`config.mk`:
```
export PLATFORM = sky130hd
export DESIGN_NAME = led_fb_arbiter_flat
export DESIGN_NICKNAME = d
export VERILOG_FILES = /design/src/rtl/led_fb_arbiter_if.sv /design/src/rtl/led_fb_arbiter.sv /design/src/flat_wrapper.sv
export SDC_FILE = /design/constraint.sdc
export NUM_CORES = 1
export LEC_CHECK = 0
export ABC_AREA = 1
export BUFFER_PORTS_ARGS = -buffer_cell sky130_fd_sc_hd__buf_2
export CELL_PAD_IN_SITES_DETAIL_PLACEMENT = 0
export CELL_PAD_IN_SITES_GLOBAL_PLACEMENT = 1
export CORE_MARGIN = 2
export CORE_UTILIZATION = 29
export DETAILED_ROUTE_END_ITERATION = 6
export PLACE_DENSITY_LB_ADDON = 0.1
export SETUP_SLACK_MARGIN = 0.15
export SYNTH_ARGS = -nofsm -noshare
export SYNTH_HDL_FRONTEND = slang
export SYNTH_SLANG_ARGS = --single-unit
export TNS_END_PERCENT = 100
```
`constraint.sdc`:
```
create_clock -name clk -period 1.3 [get_ports clk]
set_clock_uncertainty 0.15 [all_clocks]
set_input_delay 0.325 -clock clk [delete_from_list [all_inputs] [get_ports clk]]
set_output_delay 0.325 -clock clk [all_outputs]
set_load 0.05 [all_outputs]
```
`src/rtl/led_fb_arbiter_if.sv`:
```
// Signal bundle between led_fb_arbiter (slave side) and its environment (master side):
// driver read port, host write/swap port and the single-port frame-buffer RAM port.
interface led_fb_arbiter_if #(
    parameter int ADDR_WIDTH = 11,
    parameter int PIX_WIDTH  = 24
);
    logic                  rd_req;
    logic [ADDR_WIDTH-1:0] rd_addr;
    logic                  rd_gnt;
    logic                  rd_valid;
    logic [PIX_WIDTH-1:0]  rd_data;

    logic                  wr_req;
    logic [ADDR_WIDTH-1:0] wr_addr;
    logic [PIX_WIDTH-1:0]  wr_data;
    logic                  wr_gnt;

    logic                  swap_req;
    logic                  frame_done;
    logic                  swap_ack;
    logic                  front_bank;

    logic                  mem_en;
    logic                  mem_we;
    logic [ADDR_WIDTH:0]   mem_addr;
    logic [PIX_WIDTH-1:0]  mem_wdata;
    logic [PIX_WIDTH-1:0]  mem_rdata;

    modport master (
        output rd_req, rd_addr, wr_req, wr_addr, wr_data, swap_req, frame_done, mem_rdata,
        input  rd_gnt, rd_valid, rd_data, wr_gnt, swap_ack, front_bank,
               mem_en, mem_we, mem_addr, mem_wdata
    );

    modport slave (
        input  rd_req, rd_addr, wr_req, wr_addr, wr_data, swap_req, frame_done, mem_rdata,
        output rd_gnt, rd_valid, rd_data, wr_gnt, swap_ack, front_bank,
               mem_en, mem_we, mem_addr, mem_wdata
    );
endinterface

```
`src/rtl/led_fb_arbiter.sv`:
```
// Double-buffered LED frame-buffer arbiter: one shared single-port RAM, driver reads the
// front bank, host writes the back bank. Define LED_FB_STARVE_GUARD_EN for write anti-starvation.
module led_fb_arbiter #(
    parameter int ADDR_WIDTH   = 11,
    parameter int PIX_WIDTH    = 24,
    parameter int STARVE_LIMIT = 8
) (
    input logic             clk,
    input logic             rst,
    led_fb_arbiter_if.slave bus
);
    logic                  rd_gnt;
    logic                  wr_gnt;
    logic                  force_wr;
    logic                  swap_fire;

    logic                  mem_en_q,       mem_en_d;
    logic                  mem_we_q,       mem_we_d;
    logic [ADDR_WIDTH:0]   mem_addr_q,     mem_addr_d;
    logic [PIX_WIDTH-1:0]  mem_wdata_q,    mem_wdata_d;
    logic                  rd_pend_q,      rd_pend_d;
    logic                  rd_valid_q,     rd_valid_d;
    logic [PIX_WIDTH-1:0]  rd_hold_q,      rd_hold_d;
    logic                  swap_pending_q, swap_pending_d;
    logic                  swap_ack_q,     swap_ack_d;
    logic                  front_bank_q,   front_bank_d;

`ifdef LED_FB_STARVE_GUARD_EN
    localparam int CNT_W = $clog2(STARVE_LIMIT + 2);

    logic [CNT_W-1:0] starve_cnt_q, starve_cnt_d;

    // Reads granted back-to-back while a write waits; at the limit the write wins once.
    assign force_wr = (starve_cnt_q >= CNT_W'(STARVE_LIMIT));

    always_comb begin
        starve_cnt_d = starve_cnt_q;
        if (!bus.wr_req || wr_gnt) begin
            starve_cnt_d = '0;
        end else if (rd_gnt) begin
            starve_cnt_d = starve_cnt_q + CNT_W'(1);
        end
    end

    always_ff @(posedge clk) begin
        if (rst) begin
            starve_cnt_q <= '0;
        end else begin
            starve_cnt_q <= starve_cnt_d;
        end
    end
`else
    // Strict read priority; STARVE_LIMIT only has an effect with the guard built in.
    assign force_wr = 1'b0 & (STARVE_LIMIT != 0);
`endif

    assign wr_gnt = !rst && bus.wr_req && (!bus.rd_req || force_wr);
    assign rd_gnt = !rst && bus.rd_req && !wr_gnt;

    always_comb begin
        mem_en_d    = rd_gnt | wr_gnt;
        mem_we_d    = wr_gnt;
        mem_addr_d  = mem_addr_q;
        mem_wdata_d = mem_wdata_q;
        if (rd_gnt) begin
            mem_addr_d = {front_bank_q, bus.rd_addr};
        end else if (wr_gnt) begin
            mem_addr_d  = {~front_bank_q, bus.wr_addr};
            mem_wdata_d = bus.wr_data;
        end

        // RAM answers one cycle after mem_en, so valid trails the grant by two cycles.
        rd_pend_d  = rd_gnt;
        rd_valid_d = rd_pend_q;
        rd_hold_d  = rd_valid_q ? bus.mem_rdata : rd_hold_q;

        swap_fire      = bus.frame_done && (swap_pending_q || bus.swap_req);
        front_bank_d   = front_bank_q ^ swap_fire;
        swap_ack_d     = swap_fire;
        swap_pending_d = swap_fire ? 1'b0 : (swap_pending_q | bus.swap_req);
    end

    always_ff @(posedge clk) begin
        if (rst) begin
            mem_en_q       <= 1'b0;
            mem_we_q       <= 1'b0;
            mem_addr_q     <= '0;
            mem_wdata_q    <= '0;
            rd_pend_q      <= 1'b0;
            rd_valid_q     <= 1'b0;
            rd_hold_q      <= '0;
            swap_pending_q <= 1'b0;
            swap_ack_q     <= 1'b0;
            front_bank_q   <= 1'b0;
        end else begin
            mem_en_q       <= mem_en_d;
            mem_we_q       <= mem_we_d;
            mem_addr_q     <= mem_addr_d;
            mem_wdata_q    <= mem_wdata_d;
            rd_pend_q      <= rd_pend_d;
            rd_valid_q     <= rd_valid_d;
            rd_hold_q      <= rd_hold_d;
            swap_pending_q <= swap_pending_d;
            swap_ack_q     <= swap_ack_d;
            front_bank_q   <= front_bank_d;
        end
    end

    // Read data is presented straight from the RAM in the valid cycle, then held.
    assign bus.rd_data    = rd_valid_q ? bus.mem_rdata : rd_hold_q;
    assign bus.rd_valid   = rd_valid_q;
    assign bus.rd_gnt     = rd_gnt;
    assign bus.wr_gnt     = wr_gnt;
    assign bus.swap_ack   = swap_ack_q;
    assign bus.front_bank = front_bank_q;
    assign bus.mem_en     = mem_en_q;
    assign bus.mem_we     = mem_we_q;
    assign bus.mem_addr   = mem_addr_q;
    assign bus.mem_wdata  = mem_wdata_q;
endmodule

```
`src/flat_wrapper.sv`:
```
// flat-port wrapper written by rule: the top's interface ports become plain ports
module led_fb_arbiter_flat 
#(
    parameter int ADDR_WIDTH   = 11,
    parameter int PIX_WIDTH    = 24,
    parameter int STARVE_LIMIT = 8
)
  (clk, rst, bus_rd_req, bus_rd_addr, bus_wr_req, bus_wr_addr, bus_wr_data, bus_swap_req, bus_frame_done, bus_mem_rdata, bus_rd_gnt, bus_rd_valid, bus_rd_data, bus_wr_gnt, bus_swap_ack, bus_front_bank, bus_mem_en, bus_mem_we, bus_mem_addr, bus_mem_wdata);
  led_fb_arbiter_if #(.ADDR_WIDTH(ADDR_WIDTH), .PIX_WIDTH(PIX_WIDTH)) bus_i ();
  input logic clk;
  input logic rst;
  input wire logic [$bits(bus_i.rd_req)-1:0] bus_rd_req;
  input wire logic [$bits(bus_i.rd_addr)-1:0] bus_rd_addr;
  input wire logic [$bits(bus_i.wr_req)-1:0] bus_wr_req;
  input wire logic [$bits(bus_i.wr_addr)-1:0] bus_wr_addr;
  input wire logic [$bits(bus_i.wr_data)-1:0] bus_wr_data;
  input wire logic [$bits(bus_i.swap_req)-1:0] bus_swap_req;
  input wire logic [$bits(bus_i.frame_done)-1:0] bus_frame_done;
  input wire logic [$bits(bus_i.mem_rdata)-1:0] bus_mem_rdata;
  output wire logic [$bits(bus_i.rd_gnt)-1:0] bus_rd_gnt;
  output wire logic [$bits(bus_i.rd_valid)-1:0] bus_rd_valid;
  output wire logic [$bits(bus_i.rd_data)-1:0] bus_rd_data;
  output wire logic [$bits(bus_i.wr_gnt)-1:0] bus_wr_gnt;
  output wire logic [$bits(bus_i.swap_ack)-1:0] bus_swap_ack;
  output wire logic [$bits(bus_i.front_bank)-1:0] bus_front_bank;
  output wire logic [$bits(bus_i.mem_en)-1:0] bus_mem_en;
  output wire logic [$bits(bus_i.mem_we)-1:0] bus_mem_we;
  output wire logic [$bits(bus_i.mem_addr)-1:0] bus_mem_addr;
  output wire logic [$bits(bus_i.mem_wdata)-1:0] bus_mem_wdata;
  assign bus_i.rd_req = bus_rd_req;
  assign bus_i.rd_addr = bus_rd_addr;
  assign bus_i.wr_req = bus_wr_req;
  assign bus_i.wr_addr = bus_wr_addr;
  assign bus_i.wr_data = bus_wr_data;
  assign bus_i.swap_req = bus_swap_req;
  assign bus_i.frame_done = bus_frame_done;
  assign bus_i.mem_rdata = bus_mem_rdata;
  assign bus_rd_gnt = bus_i.rd_gnt;
  assign bus_rd_valid = bus_i.rd_valid;
  assign bus_rd_data = bus_i.rd_data;
  assign bus_wr_gnt = bus_i.wr_gnt;
  assign bus_swap_ack = bus_i.swap_ack;
  assign bus_front_bank = bus_i.front_bank;
  assign bus_mem_en = bus_i.mem_en;
  assign bus_mem_we = bus_i.mem_we;
  assign bus_mem_addr = bus_i.mem_addr;
  assign bus_mem_wdata = bus_i.mem_wdata;
  led_fb_arbiter #(.ADDR_WIDTH(ADDR_WIDTH), .PIX_WIDTH(PIX_WIDTH), .STARVE_LIMIT(STARVE_LIMIT)) u_core (.clk(clk), .rst(rst), .bus(bus_i));
endmodule
```
Word-level counts from Yosys, hierarchy flattened
Cells that the tools add are included.
{"block": "totals", "ff_bits": 67, "out_inout_bits": 67, "word_cells": 30}
{"block": "op_classes", "mux": 3, "n_bitwise": 5, "n_reduce_logical": 12}
{"operator": "12-bit two-way mux", "n": 2}
{"operator": "24-bit two-way mux", "n": 1}
{"operator": "1-bit logical AND", "n": 5}
{"operator": "1-bit logical NOT", "n": 3}
{"operator": "1-bit NOT", "n": 2}
{"operator": "1-bit bitwise OR", "n": 2}
{"operator": "2-bit AND reduction", "n": 1}
{"operator": "2-bit nonzero test", "n": 1}
{"operator": "2-bit OR reduction", "n": 1}
{"operator": "1-bit logical OR", "n": 1}
{"operator": "1-bit bitwise XOR", "n": 1}

Longest topological paths before layout
Gate-level depths: netlist of run 1.
{"block": "logic_depth", "ltp_word": 7, "ltp_mapped": 7}

Worst setup path before layout of run 1
Ideal clock, no wire load.
{"block": "synth_path", "path_type": "reg2out", "from": "register u_core.rd_valid_q (netlist: u_core.bus.rd_valid)", "to": "output bus_rd_data[0]", "arrival_time_ps": 1452, "t_required_ps": 825, "setup_slack_ps": -627, "stages_incl_launch_ff": 6, "n_path_buf": 2, "cell_sequence": "dfxtp_1 buf_2 inv_1 buf_4 nand2_1 nand2_1"}
{"block": "synth_via", "elab_chain_cells": 1}
{"element": "from (decl)", "line_no": "led_fb_arbiter.sv:22", "source": "logic rd_valid_q, rd_valid_d;"}
{"element": "from (signal assigned)", "line_no": "led_fb_arbiter.sv:101", "source": "rd_valid_q <= rd_valid_d;"}
{"element": "24-bit two-way mux"}
{"element": "to (decl)", "line_no": "flat_wrapper.sv:22", "source": "output wire logic [$bits(bus_i.rd_data)-1:0] bus_rd_data;"}
Every way passes these cells.

Worst setup path after layout of run 1
{"block": "layout_path", "from": "register u_core.rd_valid_q (netlist: u_core.bus.rd_valid)", "to": "output bus_rd_data[15]"}
The elaborated chain is that of the path after synthesis.

==> results of run 1 <==
==> layer usage <==
| metal | vias to the layer above | wire length, µm | global-route usage, % |
|---|---|---|---|
| li1 | 1518 | - | - |
| met1 | 1245 | 3520 | 20.1 |
| met2 | 86 | 3930 | 28.5 |
| met3 | 12 | 493 | 4.36 |
| met4 | 0 | 153 | 6.53 |
| met5 | - | 0 | 0 |
==> cells by family after synthesis <==
kind of cell    synth area share [%]
flops                           51.0
compound gates                  9.67
buf+inv                         7.95
simple gates                    31.3
==> repair_timing <==
action,CTS,global route
pin swaps,3,6
endpoints found under the setup margin,78,90
buffers inserted,5,4
resized for setup,247,28
==> sequential cells by signal, indices dropped and copies added (netlist names) <==
| name | flops |
|---|---|
| u_core.bus.front_bank | 1 |
| u_core.bus.mem_addr | 12 |
| u_core.bus.mem_en | 1 |
| u_core.bus.mem_wdata | 24 |
| u_core.bus.mem_we | 1 |
| u_core.bus.rd_valid | 1 |
| u_core.bus.swap_ack | 1 |
| u_core.rd_hold_q | 24 |
| u_core.rd_pend_q | 1 |
| u_core.swap_pending_q | 1 |
==> synth_stat cells <==
cell type	instances	share of area (%)
buf_1	1	0.14
inv_2	2	0.29
o21ai_0	6	1.1
nor3_1	1	0.19
nand2_1	163	23
dfxtp_1	67	51
clkbuf_1	2	0.29
a21oi_1	43	8.2
o21ai_2	1	0.33
nor2_1	36	5.1
nand3_1	12	2.3
buf_4	7	2.0
nand2_4	1	0.43
inv_1	22	3.1
buf_2	11	2.1
==> metrics by stage <==
step / hold slack (ns) / worst slack [ns] / utilization (%)
floorplan: 0.229 / -0.135 / -
CTS: 0.000438 / -0.428 / 57.0
finish: 0.0218 / -0.414 / 58.6
global route: 0.00150 / -0.479 / 58.6
global placement: 0.242 / -0.188 / 45.9
detailed placement: 0.245 / -0.198 / 45.9
==> critical path: cells and delay by family (launching register included) <==
family                 cells  cell delay, ns
buffers and inverters      3            0.34
and+or+nand+nor            2            0.15
DFF                        1            0.41
==> report_power, final <==
group	internal (mW)	total [mW]	switching, mW	leakage [nW]
clock	0.940	1.67	0.731	0.0947
combinational	0.614	1.42	0.810	1.78
sequential	2.17	2.25	0.0823	0.565
total	3.72	5.35	1.62	2.44
==> cell usage in the layout (no fill, tap or decap), types with 6 or more instances in the layout <==
master	count
o21ai_0	6
buf_2	72
nand3_1	12
a21oi_1	40
nand2_1	106
buf_6	10
clkbuf_8	10
buf_8	61
dfxtp_2	39
inv_1	18
dfxtp_1	26
nand2_2	18
nand2_4	38
buf_12	6
buf_4	43
nor2_1	36
==> area by class of cell <==
type	count	share of cell area (%)
repair buffers	192	35.7
multi-input cells	263	28.1
flip-flops and latches	67	27.2
clock buffers	14	2.97
inverters	24	2.63
well taps	108	2.63
clock inverters	2	0.683
==> path summary, 6_finish.rpt <==
check	endpoint	slack [ns]	depth (start not counted)
worst max-delay path	bus_rd_data[15]	-0.41	5
worst min-delay path	u_core.swap_pending_q$_SDFF_PP0_	0.02	2
worst max register to register	u_core.rd_hold_q[22]$_SDFF_PP0_	0.13	4
worst min register to register	u_core.bus.rd_valid$_SDFF_PP0_	0.25	2
==> impl_metrics.json, run 1 <==
{
  "outcome": "finished, violations left",
  "violations": "setup timing",
  "fmax_mhz": 584,
  "min_period_over_period_pct": 132,
  "multi_input_area_um2": 1440,
  "worstPathCellList": "inv_8 -> buf_12 -> nand2_2 -> nand2_4 -> buf_8",
  "core-area_um2": 8760,
  "drc": 0,
  "startpoint": "u_core.bus.rd_valid$_SDFF_PP0_",
  "viasPerCell": 4.27,
  "dieWidth_um": 99.2,
  "postSynthAreaPerCell_um2": 7.01,
  "nFillCells": 844,
  "row_count": 34,
  "grt_pass1_wl_mm": 13.2,
  "synthesis.area_um2": 2630,
  "clk_path_buf_depth": 2,
  "ys_types": 15,
  "clock_latency_ns": 0.33,
  "critPathArrivalTime_ns": 1.24,
  "tightest_slew_ns": 0.537,
  "die_area_um2": 9840,
  "placedCellCount": 645,
  "clk_pin_slew_ns": 0.06,
  "layout_min_cycle_time_ns": 1.71,
  "num_vias": 2861,
  "grt_use_total_pct": 16.7,
  "antenna_cells": 0,
  "finalWirelength_mm": 8.10,
  "drv_cap": 0,
  "stdcell_area_um2": 5130,
  "drtAntennaViolNets": 0,
  "slew-limit-headroom_pct": 64.2,
  "grt_pass1_vias": 2771,
  "stdcell_count": 670,
  "cts-htree-levels": 3,
  "crit_fanout": 9,
  "synth_nets": 451,
  "total_power_mw": 5.35,
  "cts_buffers": 9,
  "min_from": "bus_frame_done",
  "max_stage_delay_ns": 0.41,
  "syn_to_final_growth_pct": 95.3,
  "hold_buffers": 0,
  "synthCells": 375,
  "power_density_nw_per_um2": 1040,
  "leakage_nw": 2.44,
  "dr.pass1.iters": 4,
  "grt_max_degree": 47,
  "hold_path_class": "input pin to flop",
  "cts_tree": "yes",
  "final-hold-violation-count": 0,
  "grt.overflow.total": 0,
  "hpwl_mm": 5.42,
  "drive_gt1_share_pct": 55.7,
  "fin_ws_ns": -0.414,
  "place.gp.congestion": 0.743,
  "ios": 143,
  "regArea_um2": 1400,
  "endpoint_kind": "primary output",
  "initialDrtViolationCount": 73,
  "die_y_um": 99.2,
  "ys_seq_area_share_pct": 51.0,
  "ys_ff_latch": 67,
  "cp-start-kind": "flop",
  "clockRootBuffer": "clkbuf_8",
  "r2r_start": "u_core.bus.rd_valid$_SDFF_PP0_",
  "start_util_pct": 30.0,
  "synth_warnings": 0,
  "slowest_stage": "dfxtp_4",
  "worstPathRequired_ns": 0.82,
  "slew_viol_final": 0,
  "grt_antenna_before_repair": 0,
  "avgRoutedWirePerCell_um": 12.1,
  "finalSetupViolations": 34,
  "rsz0062_at_grt": "true",
  "dpl_cell_area_um2": 4020,
  "path_class": "flop to primary output",
  "nets": 633,
  "cts.sinks": 67,
  "tns_ns": -9.75,
  "port_buffers": 142,
  "worst_ir_drop_vdd_uv": 563
}
Power figures use the tool's default switching activity.
==> run 2: changes to the inputs <==
--- a/config.mk
+++ b/config.mk
@@ -7,12 +7,10 @@
 export LEC_CHECK = 0
 export ABC_AREA = 1
 export BUFFER_PORTS_ARGS = -buffer_cell sky130_fd_sc_hd__buf_2
-export CELL_PAD_IN_SITES_DETAIL_PLACEMENT = 0
-export CELL_PAD_IN_SITES_GLOBAL_PLACEMENT = 1
 export CORE_MARGIN = 2
-export CORE_UTILIZATION = 29
+export CORE_UTILIZATION = 48
 export DETAILED_ROUTE_END_ITERATION = 6
-export PLACE_DENSITY_LB_ADDON = 0.1
+export PLACE_DENSITY = 0.85
 export SETUP_SLACK_MARGIN = 0.15
 export SYNTH_ARGS = -nofsm -noshare
 export SYNTH_HDL_FRONTEND = slang
==> constraint.sdc (replaced) <==
create_clock -name clk -period 2.1 [get_ports clk]
set_clock_uncertainty 0.15 [all_clocks]
set_input_delay 0.525 -clock clk [delete_from_list [all_inputs] [get_ports clk]]
set_output_delay 0.525 -clock clk [all_outputs]
set_load 0.05 [all_outputs]
==> run 2 against run 1 <==
Net effect:
- the flow now finishes without violations
- non-clock buffer count down 40
- combinational power down 53%
- flip-flop and latch count unchanged
- die area down 38%
- total power down 43%
- via count down 3.1%
- critical path depth unchanged
- setup slack better by 0.60 ns
- final cell count down 12%
- clock power down 40%
- wire length down 14%
- largest power group unchanged
==> impl_metrics.json, run 2 (same netlist as run 1, synthesis figures left out) <==
{
  "cts_buffers": 9,
  "min_period_over_period_pct": 91.3,
  "finalSetupViolations": 0,
  "clk_pin_slew_ns": 0.07,
  "fmax_mhz": 522,
  "grt_pass1_vias": 2477,
  "grt_antenna_before_repair": 0,
  "slew-limit-headroom_pct": 43.9,
  "clock_latency_ns": 0.32,
  "rsz0062_at_grt": "true",
  "fin_ws_ns": 0.183,
  "wl_met3_um": 499,
  "cts_tree": "yes",
  "start_util_pct": 50.5,
  "hold_path_class": "input pin to flop",
  "post-place-ws_ns": 0.176,
  "r2r_start": "u_core.bus.rd_valid$_SDFF_PP0_",
  "tns_ns": 0,
  "critPathArrivalTime_ns": 1.24,
  "slew_viol_final": 0,
  "reg2reg_slack_ns": 1.00,
  "nets": 593,
  "slowest_stage": "dfxtp_4",
  "max_stage_delay_ns": 0.36,
  "path_class": "flop to primary output",
  "antenna_cells": 0,
  "dr_wl_met2_mm": 3.55,
  "port_buffers": 142,
  "leakage_nw": 2.04,
  "top_layer_used": "met4",
  "min_from": "bus_frame_done",
  "num_vias": 2773,
  "cts.sinks": 67,
  "die_y_um": 78.0,
  "core-area_um2": 5200,
  "dr.pass1.iters": 4,
  "cp-start-kind": "flop",
  "grt.overflow.total": 0,
  "initialDrtViolationCount": 116,
  "worstPathRequired_ns": 1.42,
  "syn_to_final_growth_pct": 44.7,
  "final_common_cell": "nand2_1",
  "grt_pass1_wl_mm": 10.6,
  "dpl_cell_area_um2": 3420,
  "hold_depth": 2,
  "place.gp.congestion": 0.787,
  "outcome": "completed",
  "ios": 143,
  "worstPathCellList": "inv_4 -> clkbuf_16 -> nand2_1 -> nand2_2 -> buf_6",
  "layout_min_cycle_time_ns": 1.92,
  "crit_fanout": 12,
  "final_cell_mix": "nand2_1 (141), buf_2 (116), dfxtp_1 (66)",
  "clockRootBuffer": "clkbuf_8",
  "stdcell_area_um2": 3800,
  "drc": 0,
  "final-hold-violation-count": 0,
  "avgRoutedWirePerCell_um": 11.8,
  "m1WireLength_mm": 2.86,
  "die_area_um2": 6080,
  "grt_use_total_pct": 21.7,
  "rr_worst_depth": 4,
  "placedCellCount": 574,
  "drtAntennaViolNets": 0,
  "power_density_nw_per_um2": 796,
  "viasPerCell": 4.70,
  "grt_max_degree": 47,
  "row_count": 26,
  "tightest_slew_ns": 0.842,
  "dieWidth_um": 78.0,
  "worstReg2RegEnd": "u_core.rd_hold_q[11]$_SDFF_PP0_",
  "worst_ir_drop_vdd_uv": 394,
  "drv_cap": 0,
  "cts-htree-levels": 3,
  "hpwl_mm": 4.61,
  "endpoint_kind": "primary output",
  "clk_path_buf_depth": 2,
  "hold_end": "u_core.swap_pending_q$_SDFF_PP0_",
  "stdcell_count": 590,
  "total_power_mw": 3.03,
  "finalWirelength_mm": 6.99,
  "drive_gt1_share_pct": 37.1
}
==> run 2: changes by cell type in the layout (fill, tap and decap cells not counted), sizes merged <==
| cell | delta |
|---|---|
| clkbuf | -1 |
| clkinv | +1 |
| clkinvlp | -2 |
| inv | +2 |
| buf | -42 |
==> run 2: final cells by class <==
class	count	area, µm²
Fill cell	421	1400
Sequential cell	67	1350
Multi-Input combinational cell	263	1130
Timing Repair Buffer	152	963
Clock buffer	11	141
Inverter	24	92.6
Tap cell	70	87.6
Clock inverter	3	40.0
==> run 2: metal layers <==
metal | GRT usage, % | vias to the layer above
met5 | 0 | -
met3 | 7.44 | 10
met2 | 39.6 | 104
met1 | 24.1 | 1218
met4 | 5.26 | 0
li1 | - | 1441
==> run 2: critical path, delay by kind of cell, from the launching register on <==
kind | cells | cell delay (ns)
buf+inv | 3 | 0.38
simple gates | 2 | 0.18
flops | 1 | 0.36
==> run 2: worst max-delay path by stage <==
stage                      endpoint                      startpoint  slack, ns
floorplan           bus_rd_data[23]  u_core.bus.rd_valid$_SDFF_PP0_       0.15
global placement         bus_wr_gnt                      bus_rd_req       0.20
detailed placement       bus_wr_gnt                      bus_rd_req       0.18
CTS                 bus_rd_data[20]  u_core.bus.rd_valid$_SDFF_PP0_       0.16
global route        bus_rd_data[11]  u_core.bus.rd_valid$_SDFF_PP0_       0.12
finish              bus_rd_data[11]  u_core.bus.rd_valid$_SDFF_PP0_       0.18
==> run 2: power by group <==
| group | internal, mW | total [mW] | switching [mW] | leakage (nW) |
|---|---|---|---|---|
| logic | 0.206 | 0.662 | 0.455 | 1.39 |
| registers | 1.33 | 1.36 | 0.0279 | 0.550 |
| clock network | 0.564 | 1.00 | 0.439 | 0.0950 |
==> run 2: through the flow <==
step           util [%]  hold WS (ns)
4_1_cts            71.5         0.196
2_1_floorplan         -         0.231
6_report           73.1         0.216
5_1_grt            73.1         0.195
3_3_place_gp       65.7         0.240
3_5_place_dp       65.7         0.238
==> run 2: timing repair <==
item | CTS | global route
hold buffers | 0 | 0
setup endpoints to repair | 25 | 26
setup buffers | 1 | 0
gates cloned | 0 | 1
resized for setup | 38 | 19
==> run 3: changes to the inputs <==
--- a/config.mk
+++ b/config.mk
@@ -7,10 +7,12 @@
 export LEC_CHECK = 0
 export ABC_AREA = 1
 export BUFFER_PORTS_ARGS = -buffer_cell sky130_fd_sc_hd__buf_2
+export CELL_PAD_IN_SITES_DETAIL_PLACEMENT = 1
+export CELL_PAD_IN_SITES_GLOBAL_PLACEMENT = 1
 export CORE_MARGIN = 2
-export CORE_UTILIZATION = 48
+export CORE_UTILIZATION = 32
 export DETAILED_ROUTE_END_ITERATION = 6
-export PLACE_DENSITY = 0.85
+export PLACE_DENSITY_LB_ADDON = 0.1
 export SETUP_SLACK_MARGIN = 0.15
 export SYNTH_ARGS = -nofsm -noshare
 export SYNTH_HDL_FRONTEND = slang
==> run 3 against run 2 <==
Net effect:
- critical path type unchanged
- critical endpoint is now bus_rd_data[20]
- non-clock buffer count increased by 1
- sequential share of layout area decreased by 0.54 points
- die area increased by 47%
- first-iteration DRC count decreased by 48%
- via count increased by 1.3%
- combinational power increased by 2%
- flip-flop and latch count unchanged
==> impl_metrics.json, run 3 (same netlist as run 1, synthesis figures left out) <==
{
  "outcome": "completed",
  "critPathArrivalTime_ns": 1.24,
  "leakage_nw": 2.04,
  "endpoint_kind": "primary output",
  "fmax_mhz": 522,
  "slew-limit-headroom_pct": 40.7,
  "final_common_cell": "nand2_1",
  "tightest_slew_ns": 0.890,
  "grt.overflow.total": 0,
  "avgRoutedWirePerCell_um": 12.6,
  "clock_latency_ns": 0.31,
  "hpwl_mm": 5.64,
  "grt_pass1_wl_mm": 12.4,
  "worst_ir_drop_vdd_uv": 281,
  "grt_antenna_before_repair": 0,
  "path_class": "flop to primary output",
  "worstPathRequired_ns": 1.42,
  "clk_path_buf_depth": 2,
  "whs_ns": 0.230,
  "place.gp.congestion": 0.716,
  "port_buffers": 142,
  "layout_min_cycle_time_ns": 1.92,
  "multi_input_area_um2": 1130,
  "post-route-util_pct": 47.7,
  "cts_tree": "yes",
  "hold_buffers": 0,
  "antenna_cells": 0,
  "nets": 594,
  "final-hold-violation-count": 0,
  "cp-start-kind": "flop",
  "viasPerCell": 4.49,
  "regArea_um2": 1350,
  "reg2reg_slack_ns": 1.03,
  "drv_cap": 0,
  "row_count": 33,
  "min_period_over_period_pct": 91.3,
  "ios": 143,
  "clockRootBuffer": "clkbuf_8",
  "drive_gt1_share_pct": 36.9,
  "die_area_um2": 8950,
  "slew_viol_final": 0,
  "dieWidth_um": 94.6,
  "core-area_um2": 8090,
  "crit_fanout": 6,
  "post-place-ws_ns": 0.129,
  "start_util_pct": 32.5,
  "clk_pin_slew_ns": 0.06,
  "num_vias": 2809,
  "tns_ns": 0,
  "drtAntennaViolNets": 0,
  "cts_setup_buffers": 0,
  "cts-htree-levels": 3,
  "finalSetupViolations": 0,
  "nFillCells": 1080,
  "rsz0062_at_grt": "true",
  "syn_to_final_growth_pct": 47.0,
  "hold_path_class": "input pin to flop",
  "power_density_nw_per_um2": 754,
  "fin_ws_ns": 0.183,
  "cts.sinks": 67,
  "drc": 0,
  "grt_use_total_pct": 17.4,
  "dr.pass1.iters": 4,
  "placedCellCount": 610,
  "final_cell_mix": "nand2_1 (143), buf_2 (116), dfxtp_1 (66)",
  "finalWirelength_mm": 7.88,
  "initialDrtViolationCount": 60,
  "cts_buffers": 9,
  "grt_max_degree": 47,
  "die_y_um": 94.6,
  "grt_pass1_vias": 2803,
  "stdcell_count": 625
}
-- run 3: report_power, final --
| part | internal, mW | switching, mW | leakage [nW] | total, mW |
|---|---|---|---|---|
| sequential | 1.33 | 0.0269 | 0.550 | 1.36 |
| combinational | 0.214 | 0.460 | 1.41 | 0.674 |
| clock | 0.437 | 0.441 | 0.0799 | 0.877 |
-- run 3: per-layer routing --
layer  global-route usage, %  vias to the layer above  share of wire (%)
met1                    19.6                     1277                 40
met4                    7.25                        0                1.5
li1                        -                     1436                  -
met3                    4.79                       11                7.5
met5                       0                        -                  0
met2                    30.9                       85                 51
-- run 3: per-stage QoR --
step           power (mW)  cell area [µm²]
2_1_floorplan        1.83             2680
3_3_place_gp         2.01             3470
3_5_place_dp         2.02             3470
4_1_cts              2.93             3720
5_1_grt              3.07             3860
6_report             2.91             3860
-- run 3: path summary, 6_finish.rpt --
| kind | to | start | cells past startpoint |
|---|---|---|---|
| min | u_core.swap_pending_q$_SDFF_PP0_ | bus_frame_done | 2 |
| min reg2reg | u_core.bus.rd_valid$_SDFF_PP0_ | u_core.rd_pend_q$_SDFF_PP0_ | 2 |
| max reg2reg | u_core.rd_hold_q[20]$_SDFF_PP0_ | u_core.bus.rd_valid$_SDFF_PP0_ | 4 |
| max | bus_rd_data[20] | u_core.bus.rd_valid$_SDFF_PP0_ | 5 |
-- run 3: timing repair --
item,in CTS,in global routing
cloned,0,2
endpoints found under the setup margin,24,26
resized for setup,32,32
-- run 3: worst max-delay path: stages, from the launching register on --
cell and delay, ns:
dfxtp_4 0.36, inv_4 0.09, clkbuf_16 0.14, nand2_1 0.08, nand2_1 0.09, buf_6 0.16
-- run 3: final cells by class --
class / count / area share, %
Clock buffer: 10 / 3.56
Clock inverter: 3 / 0.454
Inverter: 24 / 2.40
Multi-Input combinational cell: 263 / 29.2
Sequential cell: 67 / 34.8
Tap cell: 105 / 3.40
Timing Repair Buffer: 153 / 26.2
